===== src/rtl/gshare_ras_predictor.sv =====
// ============================================================================
// Module      : gshare_ras_predictor
// Description : Gshare conditional-branch predictor with optional return
//               address stack (enabled by defining macro BP_RAS_EN).
// Revision    : 1.0 - initial release
// ============================================================================
`default_nettype none

module gshare_ras_predictor #(
    parameter int HIST_W    = 4,
    parameter int IDX_W     = 6,
    parameter int CTR_W     = 2,
    parameter int RAS_DEPTH = 4
) (
    input  logic        clk,
    input  logic        reset,
    input  logic        valid_in,
    input  logic        ready_in,
    input  logic [31:0] trap_raddr_csr,
    input  logic [31:0] PC_IF,
    input  logic [31:0] IM_IF,
    input  logic        jump_ena_IF,
    input  logic        jump_alw_IF,
    input  logic        jump_ind_IF,
    input  logic        trap_ret_IF,
    input  logic        call_IF,
    input  logic        ret_IF,
    output logic        jump_pred_IF,
    output logic [31:0] jump_addr_IF,
    input  logic [31:0] PC_EX,
    input  logic        jump_ena_EX,
    input  logic        jump_alw_EX,
    input  logic        jump_taken_EX,
    input  logic        flush_EX
);

    localparam int             c_PHT_N   = 1 << IDX_W;
    localparam logic [CTR_W-1:0] c_CTR_MAX = {CTR_W{1'b1}};

    logic [HIST_W-1:0] r_ghr;
    logic [HIST_W-1:0] w_ghr_next;
    logic [CTR_W-1:0]  r_pht [c_PHT_N];
    logic [IDX_W-1:0]  w_ghr_ext;
    logic [IDX_W-1:0]  w_ridx;
    logic [IDX_W-1:0]  w_widx;
    logic [CTR_W-1:0]  w_wctr;
    logic              w_upd;
    logic              w_pht_msb;
    logic              w_ras_valid;
    logic [31:0]       w_ras_top;
    logic              w_unused_pc;

    assign w_ghr_ext   = IDX_W'(r_ghr);
    assign w_ridx      = PC_IF[IDX_W+1:2] ^ w_ghr_ext;
    assign w_widx      = PC_EX[IDX_W+1:2] ^ w_ghr_ext;
    assign w_wctr      = r_pht[w_widx];
    assign w_upd       = ready_in && jump_ena_EX && !jump_alw_EX;
    // Asynchronous read of the table returns the pre-update value on collision
    assign w_pht_msb   = r_pht[w_ridx][CTR_W-1];
    assign w_unused_pc = ^{PC_EX[31:IDX_W+2], PC_EX[1:0]};

    generate
        if (HIST_W == 1) begin : g_ghr_single
            assign w_ghr_next = jump_taken_EX;
        end else begin : g_ghr_shift
            assign w_ghr_next = {r_ghr[HIST_W-2:0], jump_taken_EX};
        end
    endgenerate

    always_ff @(posedge clk or posedge reset) begin
        if (reset) begin
            r_ghr <= '0;
            for (int i = 0; i < c_PHT_N; i++) begin
                r_pht[i] <= c_CTR_MAX;
            end
        end else if (w_upd) begin
            r_ghr <= w_ghr_next;
            if (jump_taken_EX && (w_wctr != c_CTR_MAX)) begin
                r_pht[w_widx] <= w_wctr + CTR_W'(1);
            end else if (!jump_taken_EX && (w_wctr != '0)) begin
                r_pht[w_widx] <= w_wctr - CTR_W'(1);
            end
        end
    end

`ifdef BP_RAS_EN
    localparam int                 c_PTR_W    = $clog2(RAS_DEPTH);
    localparam logic [c_PTR_W:0]   c_RAS_FULL = (c_PTR_W+1)'(RAS_DEPTH);

    logic [31:0]        r_ras [RAS_DEPTH];
    logic [c_PTR_W-1:0] r_top;
    logic [c_PTR_W:0]   r_cnt;
    logic               w_push;
    logic               w_pop;
    logic [31:0]        w_link;

    assign w_ras_valid = (r_cnt != '0);
    assign w_ras_top   = r_ras[r_top];
    assign w_push      = valid_in && ready_in && call_IF;
    assign w_pop       = valid_in && ready_in && ret_IF && w_ras_valid;
    assign w_link      = PC_IF + 32'd4;

    always_ff @(posedge clk or posedge reset) begin
        if (reset) begin
            r_top <= '0;
            r_cnt <= '0;
        end else if (flush_EX) begin
            r_cnt <= '0;
        end else if (w_push && !w_pop) begin
            r_top <= r_top + c_PTR_W'(1);
            if (r_cnt != c_RAS_FULL) begin
                r_cnt <= r_cnt + (c_PTR_W+1)'(1);
            end
        end else if (w_pop && !w_push) begin
            r_top <= r_top - c_PTR_W'(1);
            r_cnt <= r_cnt - (c_PTR_W+1)'(1);
        end
    end

    // Entry contents need no reset; a full stack overwrites its oldest slot
    always_ff @(posedge clk) begin
        if (!flush_EX) begin
            if (w_push && w_pop) begin
                r_ras[r_top] <= w_link;
            end else if (w_push) begin
                r_ras[r_top + c_PTR_W'(1)] <= w_link;
            end
        end
    end
`else
    logic w_unused_ras;

    assign w_ras_valid  = 1'b0;
    assign w_ras_top    = '0;
    assign w_unused_ras = ^{call_IF, flush_EX};
`endif

    assign jump_pred_IF = !reset && valid_in && jump_ena_IF &&
                          (trap_ret_IF || (ret_IF && w_ras_valid) ||
                           (!jump_ind_IF && (jump_alw_IF || w_pht_msb)));

    always_comb begin
        jump_addr_IF = PC_IF + IM_IF;
        if (trap_ret_IF) begin
            jump_addr_IF = trap_raddr_csr;
        end else if (ret_IF && w_ras_valid) begin
            jump_addr_IF = w_ras_top;
        end
    end

endmodule

`default_nettype wire


===== config.mk =====
export PLATFORM = sky130hd
export DESIGN_NAME = gshare_ras_predictor
export DESIGN_NICKNAME = d
export VERILOG_FILES = /design/src/rtl/gshare_ras_predictor.sv
export SDC_FILE = /design/constraint.sdc
export NUM_CORES = 1
export LEC_CHECK = 0
export ABC_AREA = 1
export BUFFER_PORTS_ARGS = -buffer_cell sky130_fd_sc_hd__buf_4
export CORE_UTILIZATION = 30
export CTS_BUF_LIST = sky130_fd_sc_hd__clkbuf_16
export CTS_CLUSTER_SIZE = 12
export DETAILED_ROUTE_END_ITERATION = 12
export SETUP_SLACK_MARGIN = 0.15
export SLEW_MARGIN = 0
export SYNTH_ARGS = -nofsm -noshare
export SYNTH_HDL_FRONTEND = slang
export SYNTH_SLANG_ARGS = --single-unit
export TNS_END_PERCENT = 5

===== constraint.sdc =====
create_clock -name clk -period 3.4 [get_ports clk]
set_clock_uncertainty 0.2 [all_clocks]
set_input_delay 0.17 -clock clk [delete_from_list [all_inputs] [get_ports clk]]
set_output_delay 0.17 -clock clk [all_outputs]
set_load 0.02 [all_outputs]

; Word-level counts from Yosys, hierarchy flattened
; Index checks and enable logic that the tools add are counted.
[word_totals]
reg_bits = 132
latch_bits = 0
mem_bits_rw = 0
mem_bits_ro = 0
out_inout_bits = 33
memories = 0
[op_classes]
addsub = 3
n_mul = 0
div_mod_pow = 0
order_cmp = 3
eq_ne = 1
shift = 0
mux = 13
bitwise = 4
reduce_logical = 18
[ops]
columns = operator, n
row1 = bitwise mux 128 bit, 2
row2 = two-way mux 128 bit, 2
row3 = adder 32 bit, 1
row4 = two-way mux 32 bit, 1
row5 = binary-select mux 2 bit (select 6 bit), 2
row6 = >= comparator 7 bit (second input constant), 2
row7 = NOT 6 -> 7 bit, 2
row8 = demux 2 bit (select 6 bit), 1
row9 = bitwise XOR 6 x 4 -> 6 bit, 2
row10 = two-way mux 2 bit, 5
row11 = logical AND 1 bit, 9
row12 = less-than comparator 7 x 1 -> 1 bit (second input constant), 1
row13 = zero test 1 bit, 4
row14 = nonzero test 2 bit, 2
row15 = adder 2 x 1 -> 2 bit (second input constant), 1
row16 = logical OR 1 bit, 2
row17 = != test 2 bit (second input constant), 1
row18 = AND reduction 2 bit, 1
row19 = subtractor 2 x 1 -> 2 bit (second input constant), 1

; Depth between registers and ports, before layout
[depth]
depth_word = 9
mapped_depth = 24

; Worst setup path before layout
; Ideal clock, no wire load.
[synth_path]
path_kind = input port to output port
startpoint = input port reset
endpoint = output port jump_pred_IF
arrival_time_ps = 3414
required_time_ps = 3030
slack_ps = -384
stages = 3
cell_sequence = inv_1 > nand3_1 > a21oi_1
[synth_between]
elab_chain_len = 4
[synth_lines]
columns = element, line
row1 = from (decl), 16  ; input logic reset,
row2 = zero test 1 bit, 138  ; assign jump_pred_IF = !reset && valid_in && jump_ena_IF &&
row3 = logical AND 1 bit (3 in a row), 138
row4 = to (decl), 28  ; output logic jump_pred_IF,
; Every way passes these cells.

==> results by group <==
Run status
  • Status: finished, violations left
  • Failing checks: setup timing

Global route
  • GRT Util Overall: 0.210
  • First-pass GRT wire length: 54.4 mm
  • Congestion Overflow GR: 0
  • Antenna violations before repair: 0
  • Vias in the first global route: just over 10,000
  • Largest net degree at the start of global routing: between 100 and 150

Drt
  • Via count: 10,579
  • Pre-Repair DR Iteration Count: 6
  • Post-route ant nets: 0
  • DRC: 0
  • DR vias/cell: just over 5
  • 1st-iter DRT viols: 746
  • Routed wire per std cell: 16.7 µm
  • DRT Wirelength: 35.1 mm

Yosys
  • Synthesized cell area: ~0.0096 mm²
  • Yosys cell types: 38
  • Synthesized area per cell: about 6.5 µm²
  • Post-synth ARST share: 1.00
  • Post-synth EDFFs: 0
  • Mapped Cells: 1,464
  • Syn Nets: 1,640
  • Synthesis-stage register bit count: 132
  • Ys flop type: dfstp_2
  • Sequential fraction of the synthesis area: 0.362
  • Ys Warns: 0

Worst setup path
  • Worst-path fanout max: 15
  • Critical-path top delay cell: dfrtp_2
  • CP required: about 3.6 ns
  • Kind of critical path: register to register
  • Max stage delay on crit path: around 0.5 ns
  • Worst path bufs/invs: 8
  • Crit end category: register
  • Nature of the critical path startpoint: register
  • CP cell instances: xor2_4 > nand3_2 > buf_12 > buf_4 > o22ai_2 > nor2_1 > nand2_1 > nand2_1 > nand2_1 > nor2_2 > nand2_2 > buf_6 > inv_4 > ha_4 > inv_2 > nand2_4 > a21oi_4 > buf_12 > nand2_4 > buf_12 > nor2_4 > inv_2 > nand2_2 > nand2_2
  • Top delay family on crit path: simple AND/OR/NAND/NOR gates
  • Crit path DAT: about 3.8 ns

STA
  • Worst-margin pin slew: approximately 1.0 ns
  • Fin. Hold Viols: 0
  • Worst Slack Setup Final: -0.192 ns
  • RSZ-0062 raised after global routing: true
  • Final Cycle Share: 1.06
  • Final count of negative-setup-slack endpoints: approximately 130
  • Final Slew Violations: 0
  • Final min period: around 3.6 ns
  • Relative slew slack: 0.307
  • Fmax: 278 MHz

Finish
  • Most frequent cells in the layout: nand2_1, buf_4, inv_1
  • ANT cells: 0
  • Synth-to-layout area growth: 40.6%
  • Share of cells above drive strength 1: 0.349
  • Fin util: 0.434
  • Fill count: between 3,000 and 4,000
  • Fin nets: between 1,500 and 2,000
  • Commonest non-fill, non-tap cell in the layout: nand2_1

Die
  • Initial Util: 0.309
  • Die width: 181 µm
  • Ports: ~180
  • Die area: between 0.03 and 0.04 mm²
  • Die Span Y: approximately 180 µm
  • Core box area: just over 0.03 mm²
  • FP Rows: 64

Clock network
  • Clock Sinks: 132
  • Worst skew pair latency: approximately 0.43 ns
  • H-tree depth: 4
  • Clock buffer depth: 2
  • Clock Pin Slew Worst Setup and Hold Paths: 0.06 ns
  • CTS tree: yes
  • CTS root buffer: clkbuf_16
  • TritonCTS Buffers: 17

Place
  • Routability cong.: between 0.9 and 1
  • Final HPWL DP: 24.7 mm
  • # port buffers: 145

Power
  • VDD IR-drop max: 549 µV
  • Pwr Total: about 7.7 mW
  • Leak pwr: about 6.0 nW
  • Pwr dens: 570 mW/mm²

Job
  • Max_cap viols: 0

Hold path
  • Hold WC Path Type: input pin to register
## Yosys cell counts, types with 6 or more instances
cell / instances / area, µm²
a21oi_1: 52 / 260
a22oi_1: 10 / 75.1
buf_1: 6 / 22.5
buf_2: 8 / 40.0
clkbuf_1: 22 / 82.6
dfstp_2: 128 / 3360
ha_1: 33 / 413
inv_1: 183 / 687
nand2_1: 523 / 1960
nand3_1: 104 / 521
nand4_1: 14 / 87.6
nor2_1: 159 / 597
nor3_1: 15 / 75.1
o211ai_1: 7 / 52.6
o21ai_0: 105 / 526
o22ai_1: 33 / 206
or2_2: 11 / 68.8
xnor2_1: 6 / 52.6
## layout make-up
type | count | area, µm² | area share
flip-flops and latches | 132 | 3470 | 0.258
well taps | 396 | 495 | 0.0369
clock inverters | 14 | 140 | 0.0104
clock buffers | 17 | 425 | 0.0316
multi-input cells | 1104 | 5990 | 0.446
repair buffers | 249 | 2220 | 0.165
inverters | 185 | 706 | 0.0525
## layer usage
layer | track usage | part of all wire | vias to the layer above
met2 | 0.354 | 0.48 | 375
met5 | 0 | 0 | -
li1 | - | - | 5148
met4 | 0.0882 | 0.037 | 0
met1 | 0.274 | 0.44 | 4967
met3 | 0.0212 | 0.052 | 89
## stage by stage
stage / setup slack [ns] / std cells / area, µm² / setup TNS [ns] / hold slack (ns)
finish: -0.192 / 2097 / 13400 / -14.24 / 0.0131
global route: -0.319 / 2097 / 13400 / -30.51 / 0.0660
CTS: -0.0253 / 2082 / 12800 / -0.0892 / 0.0222
detailed placement: -0.313 / 2028 / 11500 / -24.91 / 0.238
global placement: -0.239 / 2028 / 11500 / -19.49 / 0.242
floorplan: 0.168 / 1464 / 9570 / 0 / 0.0910
## what timing repair did
item                                    CTS  global route
gates resized for setup                 151           170
buffers inserted                         14            14
pin swaps                                41            34
gates cloned                              4             1
endpoints found under the setup margin  128           130
endpoints found under the hold margin     7             0
hold buffers                              5             0
## worst min-delay path, cell delays in order
cell and delay (ns):
buf_4 0.11, nand2_1 0.07, nor2_1 0.11, o21ai_0 0.16
## worst paths after layout
path,from,cells past startpoint,slack (ns),to
worst min register to register,register,2,0.26,register
min in group asynchronous,reset,4,0.47,r_ghr[3]
worst max register to register,r_ghr[1],24,-0.19,register
worst min-delay path,jump_ena_EX,4,0.01,r_ghr[1]
max in group asynchronous,reset,4,2.04,r_ghr[2]
worst max-delay path,r_ghr[1],24,-0.19,register
## kinds of logic (layout without fill, tap and decap cells)
logic type / Yosys count / count (layout) / synth area share
DFF: 132 / 132 / 0.362
adders and majority gates: 34 / 34 / 0.0453
AOI/OAI and AO/OA: 223 / 223 / 0.130
and+or+nand+nor: 834 / 834 / 0.353
xor gates and xnor gates: 13 / 13 / 0.0151
buffers and inverters: 228 / 465 / 0.0949
## where the power goes
| group | switching, mW | internal, mW | leakage [nW] |
|---|---|---|---|
| sequential | 0.167 | 1.91 | 1.37 |
| combinational | 2.21 | 1.55 | 4.33 |
| clock | 0.749 | 1.07 | 0.281 |
| total | 3.13 | 4.53 | 5.98 |
Power figures use the tool's default switching activity.
